==> config.mk <==
export PLATFORM = sky130hd
export DESIGN_NAME = autocat_mask_applier
export DESIGN_NICKNAME = d
export VERILOG_FILES = /design/src/rtl/autocat_pkg.sv /design/src/rtl/way_priority_encoder.sv /design/src/rtl/autocat_mask_applier.sv
export SDC_FILE = /design/constraint.sdc
export NUM_CORES = 1
export LEC_CHECK = 0
export CAP_MARGIN = 20
export CORE_ASPECT_RATIO = 0.75
export CORE_MARGIN = 8
export CORE_UTILIZATION = 40
export DETAILED_ROUTE_END_ITERATION = 8
export PLACE_DENSITY_LB_ADDON = 0.08
export RECOVER_POWER = 50
export SKIP_CTS_REPAIR_TIMING = 1
export SYNTH_ARGS = -nofsm -noshare
export SYNTH_HDL_FRONTEND = slang
export SYNTH_SLANG_ARGS = --single-unit
export TNS_END_PERCENT = 5
==> constraint.sdc <==
create_clock -name clk_in -period 4.2 [get_ports clk_in]
set_clock_uncertainty 0.1 [all_clocks]
set_input_delay 0.84 -clock clk_in [delete_from_list [all_inputs] [get_ports clk_in]]
set_output_delay 0.84 -clock clk_in [all_outputs]
set_load 0.005 [all_outputs]
==> src/rtl/autocat_pkg.sv <==
// Shared types and helpers for the autocat way-partition consumer blocks.
// Latency: n/a (declarations only).
// Backpressure: n/a.
package autocat_pkg;

    // Default associativity and the matching way-index width.
    localparam int DEFAULT_ASSOCIATIVITY = 16;
    localparam int WAY_IDX_WIDTH         = $clog2(DEFAULT_ASSOCIATIVITY);

    // Mask-applier sequencing states.
    typedef enum logic [1:0] {
        IDLE      = 2'd0,
        FLUSH_REQ = 2'd1,
        FLUSH_GAP = 2'd2
    } state_e;

    // Number of set bits; callers zero-extend masks of up to 64 ways.
    function automatic int unsigned popcount(input logic [63:0] v);
        int unsigned n;
        n = 0;
        for (int i = 0; i < 64; i++) begin
            n += {31'd0, v[i]};
        end
        return n;
    endfunction

endpackage

==> src/rtl/way_priority_encoder.sv <==
// Lowest-set-bit index of a way mask, plus a flag that any bit is set.
// Latency: purely combinational.
// Backpressure: none; output follows input every cycle.
module way_priority_encoder #(
    parameter int WIDTH = 16,
    parameter int IDX_W = $clog2(WIDTH)
) (
    input  logic [WIDTH-1:0] i_req,
    output logic [IDX_W-1:0] o_idx,
    output logic             o_vld
);

    // Scan from the top down so the last hit is the lowest set bit.
    always_comb begin
        o_idx = '0;
        for (int i = WIDTH - 1; i >= 0; i--) begin
            if (i_req[i]) begin
                o_idx = i[IDX_W-1:0];
            end
        end
        o_vld = |i_req;
    end

endmodule

==> src/rtl/autocat_mask_applier.sv <==
// Hysteresis filter on autocat waymask suggestions; commits masks and flushes removed ways one at a time.
// Latency: commit on the edge ending the qualifying pulse cycle; first flush request the following cycle.
// Backpressure: each flush request is held until acked; suggestions arriving while busy are dropped.
module autocat_mask_applier
    import autocat_pkg::*;
#(
    parameter int CACHE_ASSOCIATIVITY = 16,
    parameter int STABLE_WIDTH        = 4,
    parameter int MIN_WAYS            = 1
) (
    input  logic                                   clk_in,
    input  logic                                   reset_n_in,
    input  logic                                   enable_in,
    input  logic [STABLE_WIDTH-1:0]                stable_threshold_in,
    input  logic                                   suggest_update_in,
    input  logic [CACHE_ASSOCIATIVITY-1:0]         suggested_waymask_in,
    output logic [CACHE_ASSOCIATIVITY-1:0]         applied_waymask_out,
    output logic                                   flush_req_out,
    output logic [$clog2(CACHE_ASSOCIATIVITY)-1:0] flush_way_out,
    input  logic                                   flush_ack_in,
    output logic                                   busy_out
);

    localparam int W     = CACHE_ASSOCIATIVITY;
    localparam int IDX_W = $clog2(CACHE_ASSOCIATIVITY);

    // Fallback mask used when a suggestion leaves fewer than MIN_WAYS ways.
    localparam logic [W-1:0] MIN_MASK = {W{1'b1}} >> (W - MIN_WAYS);

    state_e                  r_state;
    state_e                  w_state_nxt;
    logic [W-1:0]            r_applied;
    logic [W-1:0]            r_candidate;
    logic [STABLE_WIDTH-1:0] r_count;
    logic [W-1:0]            r_pending;

    logic [W-1:0]            w_sanitized;
    logic [STABLE_WIDTH-1:0] w_thresh_eff;
    logic                    w_pulse_ok;
    logic [W-1:0]            w_cand_upd;
    logic [STABLE_WIDTH-1:0] w_count_upd;
    logic                    w_commit;
    logic [W-1:0]            w_removed;
    logic [IDX_W-1:0]        w_enc_idx;
    logic                    w_enc_vld;

    // Clamp undersized suggestions and treat a zero threshold as one.
    always_comb begin
        w_sanitized  = suggested_waymask_in;
        if (popcount(64'(suggested_waymask_in)) < $unsigned(MIN_WAYS)) begin
            w_sanitized = MIN_MASK;
        end
        w_thresh_eff = (stable_threshold_in == '0) ? STABLE_WIDTH'(1) : stable_threshold_in;
    end

    // Hysteresis: track the candidate mask and how many epochs in a row it was suggested.
    always_comb begin
        w_pulse_ok  = (r_state == IDLE) && enable_in && suggest_update_in;
        w_cand_upd  = r_candidate;
        w_count_upd = r_count;
        if (w_pulse_ok) begin
            if (w_sanitized == r_applied) begin
                w_cand_upd  = r_applied;
                w_count_upd = '0;
            end else if (w_sanitized == r_candidate) begin
                w_count_upd = (r_count == '1) ? r_count : r_count + 1'b1;
            end else begin
                w_cand_upd  = w_sanitized;
                w_count_upd = STABLE_WIDTH'(1);
            end
        end
        // A matching-applied pulse leaves the count at 0, which never reaches the threshold.
        w_commit  = w_pulse_ok && (w_count_upd >= w_thresh_eff);
        w_removed = r_applied & ~w_sanitized;
    end

    // Lowest pending way is the next one to flush.
    way_priority_encoder #(
        .WIDTH (W),
        .IDX_W (IDX_W)
    ) u_way_enc (
        .i_req (r_pending),
        .o_idx (w_enc_idx),
        .o_vld (w_enc_vld)
    );

    // State register.
    always_ff @(posedge clk_in or negedge reset_n_in) begin
        if (!reset_n_in) begin
            r_state <= IDLE;
        end else begin
            r_state <= w_state_nxt;
        end
    end

    // Next-state: commit starts a flush run only if ways were removed; each ack is followed by a gap cycle.
    always_comb begin
        w_state_nxt = r_state;
        case (r_state)
            IDLE: begin
                if (w_commit && (w_removed != '0)) begin
                    w_state_nxt = FLUSH_REQ;
                end
            end
            FLUSH_REQ: begin
                if (flush_ack_in) begin
                    w_state_nxt = FLUSH_GAP;
                end
            end
            FLUSH_GAP: begin
                w_state_nxt = w_enc_vld ? FLUSH_REQ : IDLE;
            end
            default: begin
                w_state_nxt = IDLE;
            end
        endcase
    end

    // Outputs decoded from state; the flush index is stable because pending only changes on ack.
    always_comb begin
        flush_req_out = (r_state == FLUSH_REQ);
        busy_out      = (r_state != IDLE);
        flush_way_out = w_enc_idx;
    end

    assign applied_waymask_out = r_applied;

    // Candidate, count, applied mask and pending-flush set.
    always_ff @(posedge clk_in or negedge reset_n_in) begin
        if (!reset_n_in) begin
            r_applied   <= '1;
            r_candidate <= '1;
            r_count     <= '0;
            r_pending   <= '0;
        end else begin
            if (!enable_in) begin
                r_count <= '0;
            end else if (w_pulse_ok) begin
                r_count <= w_commit ? '0 : w_count_upd;
            end

            if (w_pulse_ok) begin
                r_candidate <= w_cand_upd;
            end

            // Removed ways leave the allocation mask before they are flushed.
            if (w_commit) begin
                r_applied <= w_sanitized;
                r_pending <= w_removed;
            end else if ((r_state == FLUSH_REQ) && flush_ack_in) begin
                r_pending <= r_pending & (r_pending - 1'b1);
            end
        end
    end

endmodule

==> results of run 1 <==
==> power groups by stage <==
stage	clock [uW]	sequential (uW)	combinational [uW]
final	430	1060	1910
after global routing	460	1090	2100
after CTS	436	1040	1690
after detailed placement	0	1050	1670
after global placement	0	1050	1640
after floorplan	0	983	946
==> state kept, by name (all words and copies together) (netlist names) <==
register and cells:
applied_waymask_out 16, r_candidate 16, r_count 4, r_pending 16, r_state 2
==> cells by family after synthesis <==
group,Yosys count,synth area share
buffers and inverters,54,0.0616
DFF,54,0.368
adders and majority gates,36,0.139
xor gates and xnor gates,14,0.0324
muxes,1,0.00265
AOI/OAI and AO/OA,94,0.168
and+or+nand+nor,166,0.228
==> worst max-delay path: cells and delay by family <==
family / cells / cell delay (ns)
adder cells (fa/ha/maj): 8 / 3.17
AND/OR/NAND/NOR: 7 / 1.77
AO/OA/AOI/OAI: 6 / 0.80
buffers and inverters: 6 / 0.60
==> worst paths after layout <==
check	start	end	slack, ns	cells past startpoint
max in group asynchronous	reset_n_in	r_pending[11]$_DFFE_PN0P_	1.46	1
min in group asynchronous	reset_n_in	r_pending[1]$_DFFE_PN0P_	1.16	1
min	applied_waymask_out[13]$_DFFE_PN1P_	applied_waymask_out[13]$_DFFE_PN1P_	0.40	2
max reg2reg	r_candidate[2]$_DFFE_PN1P_	r_count[3]$_DFFE_PN0P_	0.60	15
max	suggested_waymask_in[0]	r_count[3]$_DFFE_PN0P_	-2.88	27
min reg2reg	applied_waymask_out[13]$_DFFE_PN1P_	applied_waymask_out[13]$_DFFE_PN1P_	0.40	2
==> final cells by class <==
cell class / instances / area share
Multi-Input combinational cell: 311 / 0.449
Sequential cell: 54 / 0.259
Timing Repair Buffer: 124 / 0.207
Tap cell: 128 / 0.0298
Inverter: 36 / 0.0275
Clock buffer: 7 / 0.0266
Clock inverter: 1 / 0.000933
==> metrics by stage <==
stage / total power, uW / setup WS, ns
after floorplan: 1930 / -2.86
after global placement: 2690 / -3.43
after detailed placement: 2720 / -3.63
after CTS: 3170 / -3.38
after global routing: 3650 / -3.09
final: 3400 / -2.88
==> per-layer routing <==
| layer | vias to the layer above | share of wire |
|---|---|---|
| li1 | 1738 | - |
| met1 | 1776 | 0.50 |
| met2 | 97 | 0.43 |
| met3 | 11 | 0.060 |
| met4 | 0 | 0.0079 |
| met5 | - | 0 |
==> cells in the mapped netlist (2+ instances only) <==
cell / number / share of area
a21oi_1: 13 / 0.017
and3_1: 4 / 0.0066
or4_1: 3 / 0.0060
or3_1: 4 / 0.0066
buf_6: 2 / 0.0060
inv_1: 36 / 0.036
nor4_1: 24 / 0.040
xnor2_1: 7 / 0.016
nor2_1: 12 / 0.012
a31oi_1: 3 / 0.0050
nand2b_1: 4 / 0.0066
a21boi_0: 2 / 0.0040
nand3_1: 14 / 0.019
o21ai_0: 40 / 0.053
xor2_1: 7 / 0.016
dfrtp_1: 22 / 0.15
nand4_1: 8 / 0.013
o32ai_1: 4 / 0.0093
nor2b_1: 4 / 0.0066
o311ai_0: 2 / 0.0046
nor3_1: 5 / 0.0066
dfstp_2: 32 / 0.22
nor4_4: 2 / 0.011
ha_1: 26 / 0.086
nand2_1: 72 / 0.071
clkbuf_1: 14 / 0.014
and2_1: 3 / 0.0050
fa_1: 10 / 0.053
o21bai_1: 3 / 0.0060
a221o_1: 16 / 0.042
o22ai_1: 2 / 0.0033
==> results.py, run 1 <==
metrics = {
    "worst_setup_path": {
        "cp-start-kind": "input port",
        "cp_common_cell": "fa_1",
        "cpPeakStageDelay_ns": 0.60,
        "slowest_stage": "fa_2",
        "required_ns": 4.33,
        "cp-end-kind": "flip-flop",
        "path_max_fanout": 7,
        "arrival_ns": 7.20,
        "worstSetupPathType": "in2reg",
    },
    "yosys": {
        "synth_cell_types": 50,
        "seq_area_frac_synth": 0.368,
        "synth.cell_area_mm2": 0.00378,
        "syn_inst": 419,
        "synthArstFlopShare": 1.00,
        "ys.flop_type": "dfstp_2",
        "syn_nets": 480,
        "synth_seq_cells": 54,
        "synth_edf_count": 0,
        "synth.avg_cell_area_um2": 9.02,
        "ys.warnings.count": 0,
    },
    "layout": {
        "diodes": 0,
        "layout_commonest_cell": "buf_4",
        "syn_to_final_growth_pct": 42.0,
        "multiInputGateArea_mm2": 0.00241,
        "final_cells": 661,
        "fin_area_mm2": 0.00537,
        "drive_gt1_frac": 0.334,
        "fin_util": 0.588,
        "nets": 593,
        "nFillCells": 822,
        "mostFrequentLayoutCells": "buf_4, nand2_1, clkdlybuf4s50_1",
        "final-seq-area_mm2": 0.00139,
    },
    "sta": {
        "tightest_slew_ns": 2.40,
        "relSlewSlack": -0.601,
        "fmax_mhz": 141,
        "slew_violations": 44,
        "finalHoldViolCount": 0,
        "period_needed_ns": 7.08,
        "hold_ws_ns": 0.402,
        "setup-violations-final": 53,
        "worst_slack_ns": -2.88,
        "post-route-period-util": 1.68,
        "rsz0062_at_grt": "yes",
        "setup_tns_ns": -125.04,
    },
    "outcome": {
        "violations": "capacitance limit, slew limit, setup timing",
        "outcome": "finished with violations",
    },
    "worst_hold_path": {
        "hp-class": "reg2reg",
    },
    "floorplanning": {
        "start_util": 0.414,
        "dieArea_mm2": 0.0128,
        "die-width_um": 128,
        "fp.dieH_um": 100,
        "num_rows": 30,
        "design.core.area_mm2": 0.00912,
        "ios": 47,
    },
    "detailed_routing": {
        "ant_nets": 0,
        "avgRoutedWirePerCell_um": 17.9,
        "drc": 0,
        "vias": 3622,
        "dr.pass1.iters": 5,
        "wl_mm": 11.8,
        "post_drt_via_cell_ratio": 5.48,
        "drt_iter0_markers": 273,
    },
    "global_route": {
        "grt_pass1_vias": 3551,
        "use_met3": 0.0456,
        "grt_pass1_wl_mm": 18.9,
        "use_met1": 0.267,
        "grtUsageTotal": 0.187,
        "antenna_found_initial": 0,
        "met2_usage": 0.279,
        "grt_max_degree": 44,
        "overflow": 0,
        "grt_most_used_layer": "met2",
    },
    "placement": {
        "dp_cells": 642,
        "gp_congestion": 0.860,
        "dpl_cell_area_mm2": 0.00492,
        "hpwlAfterDp_mm": 9.07,
        "io_buffers": 46,
    },
    "power": {
        "seqPwrFrac": 0.312,
        "comb_power_share": 0.561,
        "peakVddDrop_uv": 360,
        "p_per_area_mw_per_mm2": 634,
        "netSwitchingFraction": 0.386,
        "pwr-share-clk": 0.126,
        "p_leak_uw": 0.00242,
        "internal_power_uw": 2090,
        "power.switching_uw": 1310,
    },
    "clock_tree": {
        "cts_tree": "built",
        "cts-root-buf": "clkbuf_16",
        "cts_sinks": 54,
        "htree_levels": 2,
        "clock_latency_ns": 0.30,
        "cts.path.max_buffers": 2,
        "cts_buffers": 5,
        "clk_pin_slew_ns": 0.07,
    },
    "job": {
        "drv_cap": 1,
    },
}
(Power assumes the default switching activity.)
==> inputs of run 2 (changes only) <==
--- a/config.mk
+++ b/config.mk
@@ -13,7 +13,8 @@
 export PLACE_DENSITY_LB_ADDON = 0.08
 export RECOVER_POWER = 50
 export SKIP_CTS_REPAIR_TIMING = 1
+export SLEW_MARGIN = 20
 export SYNTH_ARGS = -nofsm -noshare
 export SYNTH_HDL_FRONTEND = slang
 export SYNTH_SLANG_ARGS = --single-unit
-export TNS_END_PERCENT = 5
+export TNS_END_PERCENT = 100
==> run 2 against run 1 <==
  * The run still ends with capacitance limit, slew limit, setup timing left
  * Clock power is 3% lower
  * Sequential share of layout area hardly changed
  * Utilization barely moved
  * Routed wire length up 0.36%
  * Sequential power hardly changed
  * Non-clock buffer count decreased by 3
  * Worst setup slack worse by 0.14 ns
  * Final cell count is 0.45% lower
  * Combinational power hardly changed
  * Critical endpoint unchanged
  * Highest routed layer unchanged
==> results.py, run 2 (synthesis results as in run 1) <==
metrics = {
    "outcome": {
        "outcome": "finished with violations",
        "violations": "capacitance limit, slew limit, setup timing",
    },
    "detailed_routing": {
        "drt_iter0_markers": 184,
        "route.met2.wl_mm": 5.38,
        "ant_nets": 0,
        "top_layer": "met4",
        "dr.pass1.iters": 4,
        "dr_wl_met3_um": 812,
        "drc": 0,
        "post_drt_via_cell_ratio": 5.45,
        "wl_mm": 11.9,
        "vias": 3588,
        "avgRoutedWirePerCell_um": 18.0,
        "wl_met1_mm": 5.59,
    },
    "layout": {
        "diodes": 0,
        "fin_util": 0.588,
        "mostFrequentLayoutCells": "buf_4, nand2_1, clkdlybuf4s50_1",
        "syn_to_final_growth_pct": 41.9,
        "layout_commonest_cell": "buf_4",
        "drive_gt1_frac": 0.325,
        "final_cells": 658,
        "nets": 590,
    },
    "sta": {
        "tightest_slew_ns": 2.08,
        "rsz0062_at_grt": "yes",
        "hold_ws_ns": 0.394,
        "relSlewSlack": -0.387,
        "post-route-period-util": 1.72,
        "slew_violations": 38,
        "period_needed_ns": 7.22,
        "worst_slack_ns": -3.02,
        "setup-violations-final": 53,
        "fmax_mhz": 139,
        "finalHoldViolCount": 0,
    },
    "global_route": {
        "grt_pass1_vias": 3561,
        "grt_pass1_wl_mm": 18.6,
        "antenna_found_initial": 0,
        "grtUsageTotal": 0.184,
        "grt_max_degree": 41,
        "overflow": 0,
    },
    "worst_hold_path": {
        "hold_depth": 2,
        "hp-class": "reg2reg",
    },
    "clock_tree": {
        "cts_tree": "built",
        "cts.path.max_buffers": 2,
        "clock_latency_ns": 0.30,
        "clk_pin_slew_ns": 0.07,
        "htree_levels": 2,
        "cts_sinks": 54,
        "cts_buffers": 5,
        "cts-root-buf": "clkbuf_16",
    },
    "floorplanning": {
        "start_util": 0.414,
        "dieArea_mm2": 0.0128,
        "fp.dieH_um": 100,
        "design.core.area_mm2": 0.00912,
        "num_rows": 30,
        "die-width_um": 128,
        "ios": 47,
    },
    "power": {
        "peakVddDrop_uv": 244,
        "p_per_area_mw_per_mm2": 626,
        "p_leak_uw": 0.00238,
        "p_total_uw": 3360,
    },
    "placement": {
        "io_buffers": 46,
        "gp_congestion": 0.885,
        "place_ws_ns": -3.59,
        "hpwlAfterDp_mm": 8.93,
        "dp_cells": 641,
    },
    "worst_setup_path": {
        "slowest_stage": "fa_1",
        "cp-start-kind": "input port",
        "cp-end-kind": "flip-flop",
        "worstSetupPathType": "in2reg",
        "arrival_ns": 7.33,
        "rr_worst_depth": 14,
        "cpPeakStageDelay_ns": 0.57,
        "cp_common_cell": "fa_1",
        "ff2ff_setup_slack_ns": 0.46,
        "path_max_fanout": 8,
        "required_ns": 4.32,
    },
    "job": {
        "drv_cap": 1,
    },
}
==> run 2: worst paths after layout <==
check | start | endpoint
setup / recovery | suggested_waymask_in[1] | r_count[3]$_DFFE_PN0P_
max in group asynchronous | reset_n_in | r_state[1]$_DFFE_PN0P_
setup reg to reg | r_candidate[10]$_DFFE_PN1P_ | r_count[3]$_DFFE_PN0P_
hold reg to reg | applied_waymask_out[4]$_DFFE_PN1P_ | applied_waymask_out[4]$_DFFE_PN1P_
min in group asynchronous | reset_n_in | r_pending[11]$_DFFE_PN0P_
hold / removal | applied_waymask_out[4]$_DFFE_PN1P_ | applied_waymask_out[4]$_DFFE_PN1P_
==> run 2: power breakdown <==
group / internal [uW] / switching (uW) / leakage [uW]
combinational: 1020 / 868 / 0.00168
clock: 222 / 193 / 0.0000641
sequential: 810 / 249 / 0.000638
==> run 2: per-layer routing <==
metal	up-vias	GRT usage
li1	1732	-
met2	85	0.294
met1	1763	0.255
met5	-	0
met4	0	0.0273
met3	8	0.0397
==> run 2: layout make-up <==
class	instances	area [um^2]
Timing Repair Buffer	121	1130
Clock inverter	1	7.51
Inverter	36	148
Sequential cell	54	1390
Multi-Input combinational cell	311	2390
Tap cell	128	160
Fill cell	831	3760
Clock buffer	7	133
==> run 2: per-stage QoR <==
stage | TNS (ns) | area (um^2)
2_1_floorplan | -118.45 | 3970
3_3_place_gp | -152.74 | 4970
3_5_place_dp | -160.81 | 4970
4_1_cts | -145.37 | 5110
5_1_grt | -134.30 | 5360
6_report | -124.48 | 5360
==> run 2: worst max-delay path, delay by kind of cell <==
family	cells	cell delay, ns
AOI/OAI and AO/OA	4	0.56
and+or+nand+nor	9	2.10
adders and majority gates	8	3.23
buffers and inverters	6	0.58
==> inputs of run 3 (changes only) <==
--- a/config.mk
+++ b/config.mk
@@ -6,15 +6,16 @@
 export NUM_CORES = 1
 export LEC_CHECK = 0
 export CAP_MARGIN = 20
-export CORE_ASPECT_RATIO = 0.75
 export CORE_MARGIN = 8
 export CORE_UTILIZATION = 40
 export DETAILED_ROUTE_END_ITERATION = 8
+export GPL_TIMING_DRIVEN = 0
 export PLACE_DENSITY_LB_ADDON = 0.08
 export RECOVER_POWER = 50
 export SKIP_CTS_REPAIR_TIMING = 1
 export SLEW_MARGIN = 20
 export SYNTH_ARGS = -nofsm -noshare
 export SYNTH_HDL_FRONTEND = slang
+export SYNTH_HIERARCHICAL = 1
 export SYNTH_SLANG_ARGS = --single-unit
 export TNS_END_PERCENT = 100
==> run 3 against run 2 <==
  * The flow still finishes with violations (capacitance limit, slew limit, setup timing)
  * Die area rose by 13%
  * Sequential share of layout area fell by 2.0 points
  * Register-to-register slack got worse by 0.28 ns
  * Utilization fell by 4.7 points
  * Global-route usage fell by 0.48 points
  * Clock power fell by 23%
==> results.py, run 3 <==
metrics = {
    "global_route": {
        "grt_most_used_layer": "met2",
        "use_met3": 0.0336,
        "overflow": 0,
        "antenna_found_initial": 0,
        "grt_pass1_wl_mm": 20.9,
        "met2_usage": 0.284,
        "use_met1": 0.247,
        "grt_pass1_vias": 3972,
        "grt_max_degree": 55,
        "grtUsageTotal": 0.180,
    },
    "yosys": {
        "synth_most_common_cell": "inv_1",
        "synthTopCellsByCount": "inv_1, nor2_1, nand2_1",
        "synth_edf_count": 0,
        "synthArstFlopShare": 1.00,
        "netlist_top_cells_area": "dfstp_2, dfrtp_1, ha_1, mux2i_1, inv_1",
        "synth_top_area_share": 0.193,
        "syn_nets": 566,
        "synth.avg_cell_area_um2": 8.61,
        "synth.cell_area_mm2": 0.00435,
        "synth_top_area_cell": "dfstp_2",
        "ys.flop_type": "dfstp_2",
        "ys.warnings.count": 6,
        "synth_seq_cells": 54,
        "seq_area_frac_synth": 0.320,
        "syn_inst": 505,
        "synth_cell_types": 63,
    },
    "power": {
        "power.switching_uw": 1640,
        "seqPwrFrac": 0.313,
        "p_total_uw": 3770,
        "p_per_area_mw_per_mm2": 648,
        "comb_power_share": 0.602,
        "p_leak_uw": 0.00248,
        "pwr-share-clk": 0.085,
        "netSwitchingFraction": 0.435,
        "peakVddDrop_uv": 292,
        "internal_power_uw": 2130,
    },
    "layout": {
        "mostFrequentLayoutCells": "inv_1, nor2_1, clkdlybuf4s50_1",
        "layout_commonest_cell": "inv_1",
        "drive_gt1_frac": 0.275,
        "nFillCells": 1024,
        "syn_to_final_growth_pct": 33.7,
        "fin_util": 0.541,
        "nets": 650,
        "diodes": 0,
    },
    "worst_setup_path": {
        "required_ns": 4.31,
        "cp-end-kind": "flip-flop",
        "path_max_fanout": 7,
        "cp_common_cell": "fa_1",
        "worstSetupPathType": "in2reg",
        "cpPeakStageDelay_ns": 0.56,
        "crit_family": "adder cells",
        "cp-start-kind": "input port",
        "arrival_ns": 7.44,
        "slowest_stage": "fa_1",
        "crit_buf_inv": 7,
    },
    "clock_tree": {
        "htree_levels": 2,
        "cts_sinks": 54,
        "cts-root-buf": "clkbuf_8",
        "clk_pin_slew_ns": 0.10,
        "cts_tree": "built",
        "cts.path.max_buffers": 2,
        "cts_buffers": 5,
        "clock_latency_ns": 0.32,
    },
    "floorplanning": {
        "ios": 47,
        "fp.dieH_um": 120,
        "start_util": 0.405,
        "dieArea_mm2": 0.0145,
        "design.core.area_mm2": 0.0107,
        "die-width_um": 120,
        "num_rows": 38,
    },
    "worst_hold_path": {
        "hp-class": "reg2reg",
    },
    "sta": {
        "rsz0062_at_grt": "yes",
        "hold_ws_ns": 0.427,
        "fmax_mhz": 136,
        "setup_tns_ns": -142.96,
        "tightest_slew_ns": 2.98,
        "worst_slack_ns": -3.13,
        "slew_violations": 55,
        "finalHoldViolCount": 0,
        "period_needed_ns": 7.33,
        "post-route-period-util": 1.75,
        "relSlewSlack": -0.987,
        "setup-violations-final": 53,
    },
    "placement": {
        "gp_congestion": 0.823,
        "io_buffers": 46,
        "hpwlAfterDp_mm": 10.1,
    },
    "job": {
        "drv_cap": 1,
    },
    "detailed_routing": {
        "avgRoutedWirePerCell_um": 18.7,
        "vias": 4129,
        "wl_mm": 13.6,
        "drc": 0,
        "ant_nets": 0,
        "drt_iter0_markers": 407,
        "post_drt_via_cell_ratio": 5.66,
        "dr.pass1.iters": 5,
    },
    "outcome": {
        "violations": "capacitance limit, slew limit, setup timing",
        "outcome": "finished with violations",
    },
}
[run 3: logic make-up after synthesis]
kind of cell / count (synthesis) / synth area share
flip-flops: 54 / 0.320
multiplexers: 32 / 0.0748
adder cells (fa/ha/maj): 36 / 0.121
XOR/XNOR: 8 / 0.0161
buffers and inverters: 83 / 0.0734
AO/OA/AOI/OAI: 108 / 0.164
AND/OR/NAND/NOR: 184 / 0.231
[run 3: cell type report]
cell class                 instances  area (um^2)  area share
buffer                            19          160      0.0275
clock buffer                       7         86.3      0.0148
sequential                        54         1390       0.239
inverter                          62          245      0.0422
tap                              140          175      0.0301
multi-input combinational        368         2990       0.513
timing repair buffer              79          768       0.132
clock inverter                     1         5.00    0.000860
[run 3: stage by stage]
stage               instance area, um^2  worst slack, ns  cells
floorplan                          4500            -2.97    505
global placement                   5130            -4.52    691
detailed placement                 5130            -4.53    691
CTS                                5220            -4.22    699
global route                       5820            -3.28    730
finish                             5820            -3.13    730
[run 3: path summary, 6_finish.rpt]
| path | from | to | slack, ns | cells past startpoint |
|---|---|---|---|---|
| setup / recovery | suggested_waymask_in[13] | r_state[0]$_DFFE_PN0P_ | -3.13 | 27 |
| hold / removal | applied_waymask_out[0]$_DFFE_PN1P_ | applied_waymask_out[0]$_DFFE_PN1P_ | 0.43 | 2 |
| setup reg to reg | r_candidate[12]$_DFFE_PN1P_ | r_state[0]$_DFFE_PN0P_ | 0.18 | 14 |
| hold reg to reg | applied_waymask_out[0]$_DFFE_PN1P_ | applied_waymask_out[0]$_DFFE_PN1P_ | 0.43 | 2 |
| max in group asynchronous | reset_n_in | r_pending[2]$_DFFE_PN0P_ | 0.95 | 1 |
| min in group asynchronous | reset_n_in | r_pending[14]$_DFFE_PN0P_ | 1.38 | 1 |
[run 3: power by group through the flow]
stage	clock network [uW]	logic, uW	registers [uW]
after detailed placement	0	1950	1170
after global routing	344	2520	1220
after floorplan	0	1270	1080
final	321	2270	1180
after global placement	0	1930	1160
after CTS	328	1960	1160
[run 3: metal layers]
metal | routed length (um) | share of wire
met2 | 6580 | 0.48
met5 | 0 | 0
met3 | 633 | 0.046
met4 | 157 | 0.012
met1 | 6240 | 0.46
[run 3: tightest hold or removal path, cell delays in order (launching register included)]
cell	delay (ns)
dfstp_2	0.40
inv_1	0.07
mux2i_1	0.06
